<file path="src/rtl/calc_pkg.sv">
// Shared constants for the calculator core: operator codes, FSM state encodings, flag bit positions.
package calc_pkg;

    localparam logic [1:0] OP_ADD = 2'b00;
    localparam logic [1:0] OP_SUB = 2'b01;
    localparam logic [1:0] OP_AND = 2'b10;
    localparam logic [1:0] OP_OR  = 2'b11;

    typedef enum logic [2:0] {
        S_A    = 3'b000,
        S_OP   = 3'b001,
        S_B    = 3'b010,
        S_EXEC = 3'b011,
        S_RES  = 3'b100
    } state_t;

    localparam int unsigned FLAG_W = 4;

    localparam logic [1:0] F_N = 2'd3;
    localparam logic [1:0] F_Z = 2'd2;
    localparam logic [1:0] F_V = 2'd1;
    localparam logic [1:0] F_C = 2'd0;

endpackage

</file>
<file path="src/rtl/calc_alu.sv">
// Combinational W-bit ALU: add/sub with carry/borrow and overflow (optionally saturating), bitwise and/or.
module calc_alu
    import calc_pkg::*;
#(
    parameter int unsigned W        = 8,
    parameter bit          SATURATE = 1'b0
) (
    input  logic [W-1:0]      a,
    input  logic [W-1:0]      b,
    input  logic [1:0]        op,
    output logic [W-1:0]      y,
    output logic [FLAG_W-1:0] flags
);

    logic [W:0] sum;
    logic [W:0] diff;
    logic       v_add;
    logic       v_sub;

    always_comb begin
        sum   = {1'b0, a} + {1'b0, b};
        diff  = {1'b0, a} - {1'b0, b};
        v_add = (a[W-1] == b[W-1]) && (sum[W-1] != a[W-1]);
        v_sub = (a[W-1] != b[W-1]) && (diff[W-1] != a[W-1]);
        y     = '0;
        flags = '0;
        case (op)
            OP_ADD: begin
                y          = sum[W-1:0];
                flags[F_C] = sum[W];
                flags[F_V] = v_add;
            end
            OP_SUB: begin
                y          = diff[W-1:0];
                flags[F_C] = diff[W];
                flags[F_V] = v_sub;
            end
            OP_AND:  y = a & b;
            default: y = a | b;
        endcase
        // Overflow direction always follows the sign of a for both add and sub
        if (SATURATE && flags[F_V]) begin
            y = a[W-1] ? {1'b1, {(W-1){1'b0}}} : {1'b0, {(W-1){1'b1}}};
        end
        flags[F_N] = y[W-1];
        flags[F_Z] = (y == '0);
    end

endmodule

</file>
<file path="src/rtl/calc_core.sv">
// Calculator control and datapath: operand/operator/result FSM, chaining, repeat-equals, display mux.
module calc_core
    import calc_pkg::*;
#(
    parameter int unsigned W        = 8,
    parameter bit          SATURATE = 1'b0
) (
    input  logic              clock,
    input  logic              reset,
    input  logic [W-1:0]      operand_in,
    input  logic              entry_valid,
    input  logic              op_valid,
    input  logic [1:0]        op_code,
    input  logic              equals,
    input  logic              clear_entry,
    input  logic              clear_all,
    output logic              entry_clr,
    output logic [W-1:0]      result,
    output logic [FLAG_W-1:0] flags,
    output logic              res_valid,
    output logic [W-1:0]      disp_value,
    output logic              disp_is_result,
    output logic [2:0]        state_dbg
);

    state_t             state;
    state_t             next_state;
    logic [W-1:0]       reg_a, reg_b, reg_a_d, reg_b_d, result_d, alu_y;
    logic [1:0]         op, next_op, op_d, next_op_d;
    logic               chain, chain_d;
    logic [FLAG_W-1:0]  flags_d, alu_flags;
    logic               entry_clr_d, res_valid_d, disp_is_result_d;
    logic               do_ce, do_eq, do_op, do_ent;

    calc_alu #(.W(W), .SATURATE(SATURATE)) u_alu (
        .a     (reg_a),
        .b     (reg_b),
        .op    (op),
        .y     (alu_y),
        .flags (alu_flags)
    );

    // Only the highest-priority strobe acts; clear_all is handled directly
    always_comb begin
        do_ce  = clear_entry & ~clear_all;
        do_eq  = equals & ~clear_entry & ~clear_all;
        do_op  = op_valid & ~equals & ~clear_entry & ~clear_all;
        do_ent = entry_valid & ~op_valid & ~equals & ~clear_entry & ~clear_all;
    end

    always_ff @(posedge clock or negedge reset) begin
        if (!reset) state <= S_A;
        else        state <= next_state;
    end

    always_comb begin
        next_state = state;
        if (clear_all) begin
            next_state = S_A;
        end else begin
            case (state)
                S_A:    if (do_op) next_state = S_OP;
                S_OP:   if (do_ent) next_state = S_B;
                S_B: begin
                    if (do_eq || do_op) next_state = S_EXEC;
                    else if (do_ce)     next_state = S_OP;
                end
                S_EXEC: next_state = chain ? S_OP : S_RES;
                S_RES: begin
                    if (do_op)                next_state = S_OP;
                    else if (do_eq)           next_state = S_EXEC;
                    else if (do_ent || do_ce) next_state = S_A;
                end
                default: next_state = S_A;
            endcase
        end
    end

    always_comb begin
        reg_a_d          = reg_a;
        reg_b_d          = reg_b;
        op_d             = op;
        next_op_d        = next_op;
        chain_d          = chain;
        result_d         = result;
        flags_d          = flags;
        entry_clr_d      = 1'b0;
        res_valid_d      = 1'b0;
        disp_is_result_d = (next_state == S_RES);
        if (clear_all) begin
            reg_a_d     = '0;
            reg_b_d     = '0;
            op_d        = OP_ADD;
            next_op_d   = OP_ADD;
            chain_d     = 1'b0;
            result_d    = '0;
            flags_d     = '0;
            entry_clr_d = 1'b1;
        end else begin
            case (state)
                S_A: begin
                    if (do_op) begin
                        reg_a_d     = operand_in;
                        op_d        = op_code;
                        entry_clr_d = 1'b1;
                    end else if (do_ce) begin
                        entry_clr_d = 1'b1;
                    end
                end
                S_OP: begin
                    if (do_op)      op_d        = op_code;
                    else if (do_ce) entry_clr_d = 1'b1;
                end
                S_B: begin
                    if (do_eq) begin
                        reg_b_d = operand_in;
                        chain_d = 1'b0;
                    end else if (do_op) begin
                        reg_b_d   = operand_in;
                        next_op_d = op_code;
                        chain_d   = 1'b1;
                    end else if (do_ce) begin
                        entry_clr_d = 1'b1;
                    end
                end
                S_EXEC: begin
                    result_d = alu_y;
                    flags_d  = alu_flags;
                    // A chained operator feeds the result straight back as the next A
                    if (chain) begin
                        reg_a_d     = alu_y;
                        op_d        = next_op;
                        entry_clr_d = 1'b1;
                    end else begin
                        res_valid_d = 1'b1;
                    end
                end
                S_RES: begin
                    if (do_op) begin
                        reg_a_d     = result;
                        op_d        = op_code;
                        entry_clr_d = 1'b1;
                    end else if (do_eq) begin
                        reg_a_d = result;
                    end else if (do_ce) begin
                        entry_clr_d = 1'b1;
                    end
                end
                default: ;
            endcase
        end
    end

    always_ff @(posedge clock or negedge reset) begin
        if (!reset) begin
            reg_a          <= '0;
            reg_b          <= '0;
            op             <= OP_ADD;
            next_op        <= OP_ADD;
            chain          <= 1'b0;
            result         <= '0;
            flags          <= '0;
            entry_clr      <= 1'b0;
            res_valid      <= 1'b0;
            disp_is_result <= 1'b0;
        end else begin
            reg_a          <= reg_a_d;
            reg_b          <= reg_b_d;
            op             <= op_d;
            next_op        <= next_op_d;
            chain          <= chain_d;
            result         <= result_d;
            flags          <= flags_d;
            entry_clr      <= entry_clr_d;
            res_valid      <= res_valid_d;
            disp_is_result <= disp_is_result_d;
        end
    end

    assign disp_value = disp_is_result ? result : operand_in;
    assign state_dbg  = state;

endmodule

</file>
<file path="config.mk">
export PLATFORM = sky130hd
export DESIGN_NAME = calc_core
export DESIGN_NICKNAME = d
export VERILOG_FILES = /design/src/rtl/calc_pkg.sv /design/src/rtl/calc_alu.sv /design/src/rtl/calc_core.sv
export SDC_FILE = /design/constraint.sdc
export NUM_CORES = 1
export LEC_CHECK = 0
export BUFFER_PORTS_ARGS = -buffer_cell sky130_fd_sc_hd__buf_2
export CAP_MARGIN = 40
export CORE_UTILIZATION = 42
export CTS_CLUSTER_SIZE = 16
export DETAILED_ROUTE_END_ITERATION = 8
export GPL_TIMING_DRIVEN = 0
export PLACE_DENSITY = 0.66
export SLEW_MARGIN = 20
export SYNTH_ARGS = -nofsm -noshare
export SYNTH_HDL_FRONTEND = slang
export SYNTH_SLANG_ARGS = --single-unit
</file>
<file path="constraint.sdc">
create_clock -name clock -period 6.8 [get_ports clock]
set_input_delay 1.02 -clock clock [delete_from_list [all_inputs] [get_ports clock]]
set_output_delay 1.02 -clock clock [all_outputs]
set_load 0.05 [all_outputs]
</file>
==> results of run 1 <==
==> state kept, by name (all words and copies together), names as in the netlist, 2 cells and up <==
signal / cells
next_op: 2
result: 8
reg_b: 8
reg_a: 8
op: 2
state_dbg: 3
flags: 3
==> cells in the mapped netlist, types with 6 or more instances <==
cell type / number / area [um^2]
clkbuf_1: 16 / 60.06
nor2_1: 28 / 105.1
a22o_1: 6 / 52.55
nor2b_1: 6 / 37.54
mux2i_1: 6 / 60.06
dfrtp_1: 38 / 950.9
nand2_1: 44 / 165.2
nand2b_1: 10 / 62.56
o21ai_0: 15 / 75.07
mux2_2: 10 / 112.6
inv_1: 24 / 90.09
ha_1: 26 / 325.3
nand3_1: 8 / 40.04
a21oi_1: 26 / 130.1
nor3_1: 8 / 40.04
==> worst paths after layout <==
kind	slack, ps	to	depth (start not counted)	from
max	3970	reg_a[7]$_DFFE_PN0P_	9	reg_a[1]$_DFFE_PN0P_
min	510	reg_b[3]$_DFFE_PN0P_	2	reg_b[3]$_DFFE_PN0P_
max reg2reg	3970	reg_a[7]$_DFFE_PN0P_	9	reg_a[1]$_DFFE_PN0P_
min reg2reg	510	reg_b[3]$_DFFE_PN0P_	2	reg_b[3]$_DFFE_PN0P_
max in group asynchronous	5750	reg_b[3]$_DFFE_PN0P_	2	reset
min in group asynchronous	600	result[1]$_DFFE_PN0P_	1	reset
==> cells in the final DEF, fill, tap and decap left out, types with 6 or more instances in the layout <==
master	instances
mux2i_1	6
mux2_2	10
inv_1	24
ha_1	26
nor2b_1	6
a22o_1	6
dfrtp_1	38
buf_2	44
nand3_1	8
o21ai_0	15
nor3_1	8
nor2_1	28
a21oi_1	26
nand2_1	44
nand2b_1	10
clkbuf_1	16
clkbuf_8	6
==> tightest hold or removal path: stages, from the launching register on <==
cell and delay (ps):
dfrtp_1 360, nand2_1 50, o21ai_0 60
==> logic make-up (layout without fill, tap and decap cells) <==
kind of cell	after synthesis	after routing	synth area share (%)
adder cells (fa/ha/maj)	28	28	11.96
buffers and inverters	49	99	6.429
AO/OA/AOI/OAI	96	96	22.15
AND/OR/NAND/NOR	130	130	20.80
multiplexers	17	17	6.388
XOR/XNOR	4	4	1.146
flip-flops	38	38	31.12
==> layer usage <==
layer	part of all wire (%)	vias up	global-route usage (%)
met5	0	-	0
met2	47	120	37.93
met3	5.5	23	3.223
li1	-	1376	-
met4	2.3	0	7.601
met1	45	1381	30.17
==> metrics by stage <==
stage	std cells	total power, mW	util [%]	hold WS (ps)	cell area [um^2]
CTS	508	0.6159	50.62	518.6	3496
detailed placement	500	0.4521	49.24	501.4	3401
finish	508	0.6168	50.62	509.2	3496
global placement	499	0.4462	48.95	493.3	3381
global route	508	0.6497	50.62	544.4	3496
floorplan	362	0.3948	-	471.2	3055
==> where the power goes <==
group	total, mW	internal [mW]	switching [mW]	leakage (nW)
registers	0.247	0.235	0.0120	0.508
logic	0.204	0.0784	0.126	1.06
clock network	0.165	0.0816	0.0839	0.0472
==> area by class of cell <==
cell class                      count  area (um^2)
Buffer                             22        95.09
Clock buffer                        6        82.58
Clock inverter                      2        12.51
Fill cell                         685         3411
Inverter                           27        101.3
Multi-Input combinational cell    275         1908
Sequential cell                    38        950.9
Tap cell                           96        120.1
Timing Repair Buffer               42        225.2
==> out/metrics.yaml, run 1 <==
cts-buffers-inserted: 5
status: "complete, no violations"
ant_nets: 0
drc: 0
place_congestion: 0.8554
hold_viol_final: 0
ys.flop_type: "dfrtp_1"
path_class: "flip-flop to flip-flop"
nets: 456
grt_pass1_wl_mm: 13.25
synth-seq-cells: 38
cts_resized: 0
skew_ps: 10.13
vdd_drop_max_mv: 0.1407
period_share_pct: 41.60
max_stage_delay_ps: 480
h-tree-depth: 2
max_freq_ghz: 0.3535
path_buf_inv: 1
max-clock-path-buffers: 2
synth_area_um2: 3055
clkLatencyLatePin_ps: 300
leakagePower_nw: 1.620
start_kind: "flip-flop"
synth_nets: 407
min_path_type: "flip-flop to flip-flop"
core_region_area_um2: 6907
routed_wl_mm: 8.274
synth_cells: 362
ys_seq_area_share_pct: 31.12
cp_top_family: "compound AO/OA/AOI/OAI gates"
ys_warn_count: 0
antenna_found_initial: 0
grt_pass1_vias: 2673
synthToLayoutAreaGrowth_pct: 14.41
tns_ps: 0
vias: 2900
grt_usage_pct: 22.72
slowest_stage: "dfrtp_1"
crit_chain: "inv_1 > ha_1 > a211o_1 > and3b_1 > o41ai_1 > o2111a_1 > nor3_1 > or2_1 > a221oi_2"
synth_edf_count: 0
yosysUniqueCellTypes: 64
overflow: 0
drv_slew: 0
drive_above_1_share_pct: 17.96
relSlewSlack_pct: 56.65
async_reset_ff_share_pct: 100.0
via_per_inst: 5.709
wl_per_cell_um: 16.29
worstPathMaxFanout: 5
post_cts_buffers: 0
io_buffers: 41
die-area_um2: 7620
start_util_pct: 44.24
worstPathArrival_ps: 3030
max_cap_violations: 0
fin_crit_ps: 2829
die_h_um: 87.29
power_density_nw_per_um2: 176.4
worstMarginPinSlew_ps: 650.2
path_clk_slew_ps: 80
cts_root_buffer: "clkbuf_8"
drt_iter0_markers: 137
setup_ws_ps: 3971
end_kind: "flip-flop"
post-dp-hpwl_mm: 6.328
die_w_um: 87.29
cts_tree: "yes"
clock-sinks: 38
rows: 30
place_ws_ps: 4056
grt_max_degree: 28
antenna-diode-count: 0
required_ps: 7000
setup_viol: 0
rsz0062_at_grt: "false"
holdBufCountCts: 0
firstDrtPassIters: 5
syn_area_per_cell_um2: 8.440
ioPinCount: 43
Power figures use the tool's default switching activity.
==> run 2: changes to the inputs <==
Settings changed: ABC_AREA from default to 1.
Clock period 6.8 ns to 2.9 ns, I/O delays scaled along.
==> out/metrics.yaml, run 2 <==
status: "complete, no violations"
min_path_type: "input pin to flip-flop"
hold_viol_final: 0  # unchanged
end_kind: "flip-flop"
synth.largest_area_cell: "dfrtp_1"
relSlewSlack_pct: 52.53  # -4.1 points
yosysMostFrequentCell: "nand2_1"
grt_pass1_wl_mm: 13.58  # +2.5%
worstPathArrival_ps: 2470  # -560 ps
h-tree-depth: 2  # unchanged
ys.flop_type: "dfrtp_1"
regToRegEndpoint: "flags[2]$_DFFE_PN0P_"
drt_iter0_markers: 158  # +15%
timing.rr.start: "reg_a[2]$_DFFE_PN0P_"
syn_area_per_cell_um2: 6.917  # -18%
die_h_um: 88.47  # +1.4%
grt_usage_pct: 22.74  # about the same
layout_commonest_cell: "nand2_1"
max_cap_violations: 0  # unchanged
fin_area_um2: 3647  # +4.3%
synth_edf_count: 0  # unchanged
cts_tree: "yes"
async_reset_ff_share_pct: 100.0  # unchanged
grt_pass1_vias: 2828  # +5.8%
cts-buffers-inserted: 5  # unchanged
post-dp-hpwl_mm: 6.632  # +4.8%
yosys.area.top_type_share_pct: 30.28  # -0.84 points
hold_depth: 3  # +1
power_density_nw_per_um2: 467.7  # +170%
largest_registers: "reg_a: 8 flops, reg_b: 8 flops, result: 8 flops"
synth_area_leaders: "dfrtp_1 (30%), nand2_1 (14%), ha_1 (10%)"
max_stage_delay_ps: 410  # -70 ps
path_buf_inv: 2  # +1
antenna_found_initial: 0  # unchanged
cts_root_buffer: "clkbuf_8"
rsz0062_at_grt: "false"
routed_wl_mm: 8.300  # +0.31%
fillers: 747  # +9.1%
overflow: 0  # unchanged
required_ps: 3100  # -3900 ps
period_share_pct: 78.53  # +37 points
crit_top_cell: "nand2_1"
ys_warn_count: 0  # unchanged
setup_viol: 0  # unchanged
firstDrtPassIters: 4  # -1
io_buffers: 42  # +2.4%
ioPinCount: 43  # unchanged
drc: 0  # unchanged
drv_slew: 0  # unchanged
post_cts_buffers: 0  # unchanged
skew_ps: 7.430  # -2.702 ps
ant_nets: 0  # unchanged
r2r_setup_slack_ps: 620  # -3350 ps
crit_chain: "inv_1 > ha_1 > a21oi_1 > nand2_1 > nand2_1 > nand2_1 > nand2_1 > nand3_1 > nand3_1 > nand2_1 > nand2_1 > inv_1 > nand2_1 > nand2_1"
whs_ps: 401.3  # -107.9 ps
hold_start: "op_code[0]"
cp_top_family: "simple AND/OR/NAND/NOR gates"
synth_area_um2: 3141  # +2.8%
synth_cells: 454  # +25%
worstPathMaxFanout: 7  # +2
path_clk_slew_ps: 80  # about the same
vdd_drop_max_mv: 0.3911  # +180%
yosysUniqueCellTypes: 38  # -41%
drive_above_1_share_pct: 15.81  # -2.2 points
max_freq_ghz: 0.4391  # +24%
slowest_stage: "dfrtp_1"
vias: 3096  # +6.8%
place_congestion: 0.8883  # +3.8%
via_per_inst: 5.117  # -10%
worstMarginPinSlew_ps: 709.4  # +59.20 ps
antenna-diode-count: 0  # unchanged
cts_resized: 0  # unchanged
ys_seq_area_share_pct: 30.28  # -0.84 points
grt_max_degree: 31  # +11%
die-area_um2: 7827  # +2.7%
holdBufCountCts: 1  # +1
die_w_um: 88.47  # +1.4%
max-clock-path-buffers: 2  # unchanged
path_class: "flip-flop to flip-flop"
tns_ps: 0  # unchanged
placed_area_um2: 3495  # +2.8%
synth_nets: 499  # +23%
leakagePower_nw: 1.936  # +20%
synth-seq-cells: 38  # unchanged
start_kind: "flip-flop"
clkLatencyLatePin_ps: 300  # about the same
start_util_pct: 43.30  # -0.94 points
clock-sinks: 38  # unchanged
layout_common_cells: "nand2_1 (119), inv_1 (69), nand3_1 (52)"
rows: 31  # +3.3%
fin_crit_ps: 2277  # -551.4 ps
synthToLayoutAreaGrowth_pct: 16.14
synth_common_cells: "nand2_1 (119), inv_1 (69), nand3_1 (52)"
nets: 550  # +21%
wl_per_cell_um: 13.72  # -16%
core_region_area_um2: 7253  # +5.0%
holdPathEnd: "next_op[0]$_DFFE_PN0P_"
reg2reg_depth: 14  # +5
run 2: changes by cell type after synthesis, sizes merged, moves of 12 or more:
cell,previous run,this run
nand2,44,122
inv,27,78
nand3,8,52
o21ai,18,48
a21oi,26,14
clkbuf,17,5
run 2: tightest hold or removal path: stages:
cell and delay, ps:
buf_2 100, inv_1 50, o21ai_0 80
run 2: area by class of cell:
| type | count | area [um^2] | area share [%] |
|---|---|---|---|
| inverters | 78 | 295.3 | 8.096 |
| flip-flops and latches | 38 | 950.9 | 26.07 |
| repair buffers | 44 | 240.2 | 6.587 |
| multi-input cells | 327 | 1839 | 50.43 |
| clock inverters | 2 | 60.06 | 1.647 |
| clock buffers | 6 | 82.58 | 2.264 |
| well taps | 99 | 123.9 | 3.396 |
| plain buffers | 11 | 55.05 | 1.509 |
run 2: how the worst max path moves through the flow:
stage | startpoint | cells past startpoint | slack [ps] | end
after floorplan | disp_is_result$_DFF_PN0_ | 2 | 480 | disp_value[2]
after global placement | reg_b[0]$_DFFE_PN0P_ | 12 | 630 | flags[2]$_DFFE_PN0P_
after detailed placement | reg_a[0]$_DFFE_PN0P_ | 12 | 670 | flags[2]$_DFFE_PN0P_
after CTS | reg_a[0]$_DFFE_PN0P_ | 12 | 650 | flags[2]$_DFFE_PN0P_
after global routing | reg_a[0]$_DFFE_PN0P_ | 16 | 440 | flags[2]$_DFFE_PN0P_
final | reg_a[2]$_DFFE_PN0P_ | 14 | 620 | flags[2]$_DFFE_PN0P_
run 2: metal layers:
metal	wire length, um	track usage, %
met5	0	0
met4	176	7.918
met3	444	3.265
met2	3682	36.08
met1	3997	31.74
run 2: stage by stage:
stage                     power (mW)  worst slack, ps  utilization, %  cells
after global routing           1.819            436.7           50.28    605
after floorplan               0.9924            482.4               -    454
final                          1.706            622.5           50.28    605
after detailed placement       1.141            671.0           48.18    596
after global placement         1.128            625.6           47.90    595
after CTS                      1.716            649.8           50.28    605
run 2: report_power, final:
group          switching, mW  total [mW]  internal (mW)
logic                  0.373       0.555          0.182
registers             0.0272       0.585          0.558
clock network          0.199       0.566          0.367
run 2: logic make-up after synthesis:
group / share of synthesized area, %
compound gates: 15.06
flops: 30.28
xor+xnor: 0.5579
fa+ha+maj: 11.63
simple gates: 31.32
buf+inv: 11.16
